File: src/rtl/pipe_skid_reg.sv
// Pipeline stage register with valid/ready handshake, optional two-entry skid
// buffer, synchronous flush and a saturating stall-cycle counter.
module pipe_skid_reg #(
  parameter int unsigned CTRL_W = 8,
  parameter int unsigned DATA_W = 160,
  parameter int unsigned SKID   = 1,
  parameter int unsigned CNT_W  = 16
) (
  input  logic              clk,
  input  logic              rst,
  input  logic              flush,
  input  logic              in_valid,
  output logic              in_ready,
  input  logic [CTRL_W-1:0] in_ctrl,
  input  logic [DATA_W-1:0] in_data,
  output logic              out_valid,
  input  logic              out_ready,
  output logic [CTRL_W-1:0] out_ctrl,
  output logic [DATA_W-1:0] out_data,
  output logic [CNT_W-1:0]  stall_cnt
);

  localparam logic [CNT_W-1:0] CNT_MAX = '1;

  // State encoding is {s_valid, m_valid}.
  typedef enum logic [1:0] {
    EMPTY = 2'b00,
    ONE   = 2'b01,
    FULL  = 2'b11
  } state_t;

  logic              m_valid;
  logic [CTRL_W-1:0] m_ctrl;
  logic [DATA_W-1:0] m_data;
  logic              in_fire;
  logic              out_fire;

  assign in_fire   = in_valid & in_ready;
  assign out_fire  = m_valid & out_ready;
  assign out_valid = m_valid;
  // m_ctrl is zeroed whenever m_valid drops, so no output gating is needed.
  assign out_ctrl  = m_ctrl;
  assign out_data  = m_data;

  // Saturating stall counter; only reset clears it.
  always_ff @(posedge clk) begin
    if (rst) begin
      stall_cnt <= '0;
    end else if (m_valid && !out_ready && stall_cnt != CNT_MAX) begin
      stall_cnt <= stall_cnt + CNT_W'(1);
    end
  end

  generate
    if (SKID != 0) begin : g_skid
      state_t            state;
      logic [CTRL_W-1:0] s_ctrl;
      logic [DATA_W-1:0] s_data;

      assign m_valid  = state[0];
      assign in_ready = ~state[1];

      always_ff @(posedge clk) begin
        if (rst) begin
          state  <= EMPTY;
          m_ctrl <= '0;
          m_data <= '0;
          s_ctrl <= '0;
          s_data <= '0;
        end else if (flush) begin
          state  <= EMPTY;
          m_ctrl <= '0;
          s_ctrl <= '0;
        end else begin
          case (state)
            EMPTY: begin
              if (in_fire) begin
                state  <= ONE;
                m_ctrl <= in_ctrl;
                m_data <= in_data;
              end
            end
            ONE: begin
              if (in_fire && out_fire) begin
                m_ctrl <= in_ctrl;
                m_data <= in_data;
              end else if (out_fire) begin
                state  <= EMPTY;
                m_ctrl <= '0;
              end else if (in_fire) begin
                state  <= FULL;
                s_ctrl <= in_ctrl;
                s_data <= in_data;
              end
            end
            FULL: begin
              // in_ready is low here, so only the drain path applies.
              if (out_fire) begin
                state  <= ONE;
                m_ctrl <= s_ctrl;
                m_data <= s_data;
                s_ctrl <= '0;
              end
            end
            default: begin
              state  <= EMPTY;
              m_ctrl <= '0;
              s_ctrl <= '0;
            end
          endcase
        end
      end
    end else begin : g_single
      assign in_ready = ~m_valid | out_ready;

      always_ff @(posedge clk) begin
        if (rst) begin
          m_valid <= 1'b0;
          m_ctrl  <= '0;
          m_data  <= '0;
        end else if (flush) begin
          m_valid <= 1'b0;
          m_ctrl  <= '0;
        end else if (in_fire) begin
          m_valid <= 1'b1;
          m_ctrl  <= in_ctrl;
          m_data  <= in_data;
        end else if (out_fire) begin
          m_valid <= 1'b0;
          m_ctrl  <= '0;
        end
      end
    end
  endgenerate

endmodule

File: config.mk
export PLATFORM = sky130hd
export DESIGN_NAME = pipe_skid_reg
export DESIGN_NICKNAME = d
export VERILOG_FILES = /design/src/rtl/pipe_skid_reg.sv
export SDC_FILE = /design/constraint.sdc
export NUM_CORES = 1
export LEC_CHECK = 0
export CORE_ASPECT_RATIO = 1.5
export CORE_MARGIN = 2
export CORE_UTILIZATION = 49
export CTS_CLUSTER_DIAMETER = 200
export DETAILED_ROUTE_END_ITERATION = 8
export PLACE_DENSITY_LB_ADDON = 0.2
export SYNTH_ARGS = -nofsm -noshare
export SYNTH_HDL_FRONTEND = slang
export SYNTH_SLANG_ARGS = --single-unit
File: constraint.sdc
create_clock -name clk -period 2.6 [get_ports clk]
set_clock_uncertainty 0.1 [all_clocks]
set_input_delay 0.26 -clock clk [delete_from_list [all_inputs] [get_ports clk]]
set_output_delay 0.26 -clock clk [all_outputs]
set_load 0.1 [all_outputs]
== Word level (Yosys, flattened, before mapping) ==
Cells that the tools add are included.
Widths: inputs -> output; s select.

* Word-level logic and storage cells: 55
* Bits in registers: 354
* Output and inout bits: 186
* Input bits: 173

* Mux-type cells: 18
* Reduce and logical (&&, ||, !) cells: 12
* Bitwise logic cells: 7
* $add $sub $neg: 1
* Equality and inequality tests: 11

{| class="wikitable"
|+ Operator list
! operator !! number
|-
| $mux 160 || 3
|-
| $pmux 160 s3 || 1
|-
| $mux 8 || 6
|-
| $pmux 8 s3 || 2
|-
| $add 16x1->16 const B || 1
|-
| $ne 16x16->1 const B || 1
|-
| $reduce_and 5->1 || 3
|-
| $ne 2x2->1 const B || 6
|-
| $mux 2 || 5
|-
| $ne 3x3->1 const B || 2
|-
| $pmux 2 s3 || 1
|-
| $not 1->1 || 5
|-
| $reduce_and 4->1 || 1
|-
| $logic_and 1x1->1 || 3
|-
| $reduce_and 3->1 || 1
|-
| $reduce_bool 3->1 || 1
|-
| $and 1x1->1 || 2
|-
| $eq 2x1->1 const B || 1
|-
| $eq 2x2->1 const B || 1
|-
| $logic_not 2->1 || 1
|-
| $reduce_or 2->1 || 1
|-
| $logic_not 1->1 || 1
|}

== Longest topological paths before layout ==
* Depth in word-level cells: 6
* Mapped depth: 9
* Depth with buffers taken out: 6

== Least setup slack after synthesis ==
No wires, ideal clock.

* Kind: register to register
* Start point: register g_skid.state[0]
* End point: register m_data[0] (netlist: out_data[0])
* Buffers on the path: 2
* Stages on the path, launching flop included: 9
* Arrival time: 2.634 ns
* Setup time: 0.086 ns
* Clock period less this slack: 2.820 ns
* Data required time: 2.414 ns
* Path slack: -0.220 ns
* Path through: dfxtp_1 inv_1 ha_1 a22o_1 nor4b_4 buf_2 buf_2 nor2_1 a211oi_1

* Word-level cells in the longest chain between the ends: 4
* Elaborated cells on any way between the ends: 11
* Those cells by class: eq/ne: 5; mux: 1; bitwise: 1; reduce/logical: 4

{| class="wikitable"
|+ Ends and longest elaborated chain
! item !! line !! RTL
|-
| start: declaration || 56 || <nowiki>state_t state;</nowiki>
|-
| start signal: assignment || 65 || <nowiki>state <= EMPTY;</nowiki>
|-
| start signal: assignment || 71 || <nowiki>state <= EMPTY;</nowiki>
|-
| start signal: assignment || 78 || <nowiki>state <= ONE;</nowiki>
|-
| $and 1x1->1 || 39 || <nowiki>assign out_fire = m_valid & out_ready;</nowiki>
|-
| $logic_and 1x1->1 || 84 || <nowiki>if (in_fire && out_fire) begin</nowiki>
|-
| $ne 2x2->1 (no source line) || - ||
|-
| $reduce_and 5->1 (no source line) || - ||
|-
| end signal: assignment || 80 || <nowiki>m_data <= in_data;</nowiki>
|-
| end signal: assignment || 86 || <nowiki>m_data <= in_data;</nowiki>
|-
| end signal: assignment || 101 || <nowiki>m_data <= s_data;</nowiki>
|-
| end: declaration || 34 || <nowiki>logic [DATA_W-1:0] m_data;</nowiki>
|}

Several ways; a longest one is shown, not always the timed one.
A chain may end at the register's enable or synchronous reset.

== Worst setup path after layout ==
* Start point: register g_skid.state[1]
* End point: register m_data[62] (netlist: out_data[62])

* Word-level cells in the longest chain between the ends: 5
* Elaborated cells on any way between the ends: 12
* Those cells by class: eq/ne: 5; mux: 1; bitwise: 2; reduce/logical: 4

{| class="wikitable"
|+ Ends and longest elaborated chain
! item !! line !! RTL
|-
| $not 1->1 || 61 || <nowiki>assign in_ready = ~state[1];</nowiki>
|-
| $and 1x1->1 || 38 || <nowiki>assign in_fire = in_valid & in_ready;</nowiki>
|-
| $logic_and 1x1->1 || 84 ||
|-
| $ne 2x2->1 (no source line) || - ||
|-
| $reduce_and 5->1 (no source line) || - ||
|}

Several ways; a longest one is shown, not always the timed one.

==> impl_metrics.ini <==
[floorplanning]
std_cell_rows = 75
core_area_um2 = 28000
ioPinCount = 359
die_w_um = 142
die_h_um = 211
dieArea_um2 = 29800
start_util = 0.499

[global_route]
grt_max_degree = 158
grt_pass1_vias = 11100
grt_pass1_wl_um = 57100
antenna_found_initial = 4
grt_usage = 0.232
grt.overflow.total = 0

[clock_tree]
clkSlewWorstSetupHoldPaths_ns = 0.06
cts-root-buf = clkbuf_16
cts.sinks = 354
cts_tree = built
clk_path_buf_depth = 3
numCtsBuffers = 35
h-tree-depth = 2
clkLatencyLatePin_ns = 0.51

[yosys]
synth_nets = 1770
synthCells = 1592
synth_simple_gate_area_share = 0.161
yosysWarnings = 0
synth-adder-area-share = 0.00449
synth_top_family_by_area = simple AND/OR/NAND/NOR gates
synth_compound_gate_area_share = 0.160
ys_seq_area_frac = 0.508
ys.flop_type = dfxtp_1
yosys.area_share.xor_xnor = 0.00880
synth_edf_count = 0
synth_seq_cells = 354
syn_area_um2 = 13900
synthArstFlopShare = 0
synth_cell_types = 33
synth.area.mux_share = 0.116
syn_area_per_cell_um2 = 8.76

[sta]
hold_ws_ns = 0.213
maxSlewHeadroom = 0.264
slew_violations = 0
setup_slack_ns = 0.119
finalHoldViolCount = 0
setup_tns_ns = 0
finalCritPeriodShare = 0.954
tightest_slew_ns = 1.09
max_freq_ghz = 0.403
setup_violations = 0
period_needed_ns = 2.48

[final_layout]
final_cell_mix = 350 x dfxtp_1, 337 x nand2_1, 198 x buf_4
final_common_cell = dfxtp_1
area_growth_pct = 33.1
drive_gt1_frac = 0.149
stdcell_area_um2 = 18600
nets = 2064

[place]
dpl_cell_area_um2 = 17400
port_buffers = 358
pre_cts_ws_ns = 0.0355
gp_congestion = 0.836
place_hpwl_um = 23700

[worst_setup_path]
crit_start = g_skid.state[1]
path_max_fanout = 57
end_kind = flop
crit-reg2reg-launch = g_skid.state[1]
critPathKind = reg2reg
worstPathArrival_ns = 2.79
cp-start-kind = flop
crit_required_ns = 2.90

[power_and_ir_drop]
leakage_nw = 6.56
p_comb_frac = 0.235
p_per_area_nw_per_um2 = 758
pwr-share-seq = 0.417
switching_share = 0.331
p_clk_frac = 0.348
internal_power_mw = 9.41
switching_power_mw = 4.65
irDropWorstVdd_mv = 0.560

[routing]
wl_um = 36900
num_vias = 12100
first_pass_iters = 5
wire_per_inst_um = 16.4
drc_errors = 0
drt_iter0_markers = 592
drt-vias-per-instance = 5.35
postRouteAntennaNets = 0

[run]
maxCapViolCount = 0

[outcome]
outcome = finished, final reports clean

[worst_hold_path]
hp-class = in2reg
hp-start = in_data[75]
[synth_stat cells, drive strengths merged (2+ instances only)]
cell / instances / area (um2)
a211oi: 160 / 1200
a21oi: 164 / 821
a22oi: 16 / 120
and4: 2 / 17.5
buf: 45 / 234
clkbuf: 87 / 327
dfxtp: 354 / 7090
ha: 5 / 62.6
inv: 3 / 11.3
mux2i: 162 / 1620
nand2: 337 / 1260
nand2b: 2 / 12.5
nand3: 7 / 35.0
nand4: 6 / 37.5
nor2: 188 / 706
nor3: 8 / 45.0
nor4: 8 / 50.1
nor4b: 2 / 32.5
o21ai: 11 / 55.1
or2: 3 / 18.8
xnor2: 14 / 123
[power groups by stage]
| stage | clock network [mW] | logic, mW | registers (mW) |
|---|---|---|---|
| after detailed placement | 0 | 3.29 | 5.98 |
| after global placement | 0 | 3.26 | 5.98 |
| final | 4.90 | 3.30 | 5.86 |
| after floorplan | 0 | 0.673 | 7.67 |
| after global routing | 5.22 | 3.45 | 5.89 |
| after CTS | 5.03 | 3.29 | 5.87 |
[worst paths after layout]
path	to	depth (start not counted)	slack (ns)
worst max-delay path	out_data[62]	7	0.12
worst min-delay path	g_skid.s_data[75]	3	0.21
worst max register to register	out_data[62]	7	0.12
worst min register to register	g_skid.s_data[139]	2	0.35
[metrics by stage]
stage	std cells	total power, mW	utilization
final	2256	14.1	0.663
after detailed placement	2192	9.27	0.621
after global routing	2255	14.6	0.663
after global placement	2192	9.23	0.621
after floorplan	1592	8.34	-
after CTS	2252	14.2	0.661
[layer usage]
layer	up-vias	wire (um)	global-route usage	part of all wire
li1	6059	-	-	-
met4	4	1360	0.0941	0.037
met1	5588	14700	0.281	0.40
met3	88	2650	0.0609	0.072
met5	-	26	0	0.00070
met2	339	18100	0.393	0.49
[cells by family (layout without fill, tap and decap cells)]
group           count (synthesis)  count (layout)
fa+ha+maj                       5               5
xor+xnor                       14              14
flops                         354             354
other cells                     0               2
compound gates                355             355
mux                           162             162
simple gates                  567             567
buf+inv                       135             451
[registers in the layout (all words and copies together), names as in the netlist]
register	cells
out_data	160
out_ctrl	8
g_skid.s_data	160
stall_cnt	16
g_skid.s_ctrl	8
g_skid.state	2
[layout make-up]
type | count | area [um2]
fillers | 2313 | 9410
flip-flops and latches | 354 | 7100
multi-input cells | 1103 | 6310
repair buffers | 389 | 3570
clock buffers | 51 | 1070
well taps | 346 | 433
clock inverters | 8 | 52.6
inverters | 3 | 15.0
diodes | 2 | 5.00
[critical path: stages (launching register included)]
cell	delay, ns
dfxtp_4	0.39
clkinvlp_4	0.12
ha_1	0.26
a22o_1	0.26
nor4b_4	0.47
clkbuf_16	0.38
nor2_1	0.07
a211oi_1	0.31
[repair_timing]
item | 4_1_cts | 5_1_grt
setup endpoints to repair | 0 | 134
endpoints found under the hold margin | 15 | 0
hold buffers | 1 | 0
gates resized for setup | 0 | 10
setup buffers | 0 | 1
(Power assumes the default switching activity.)
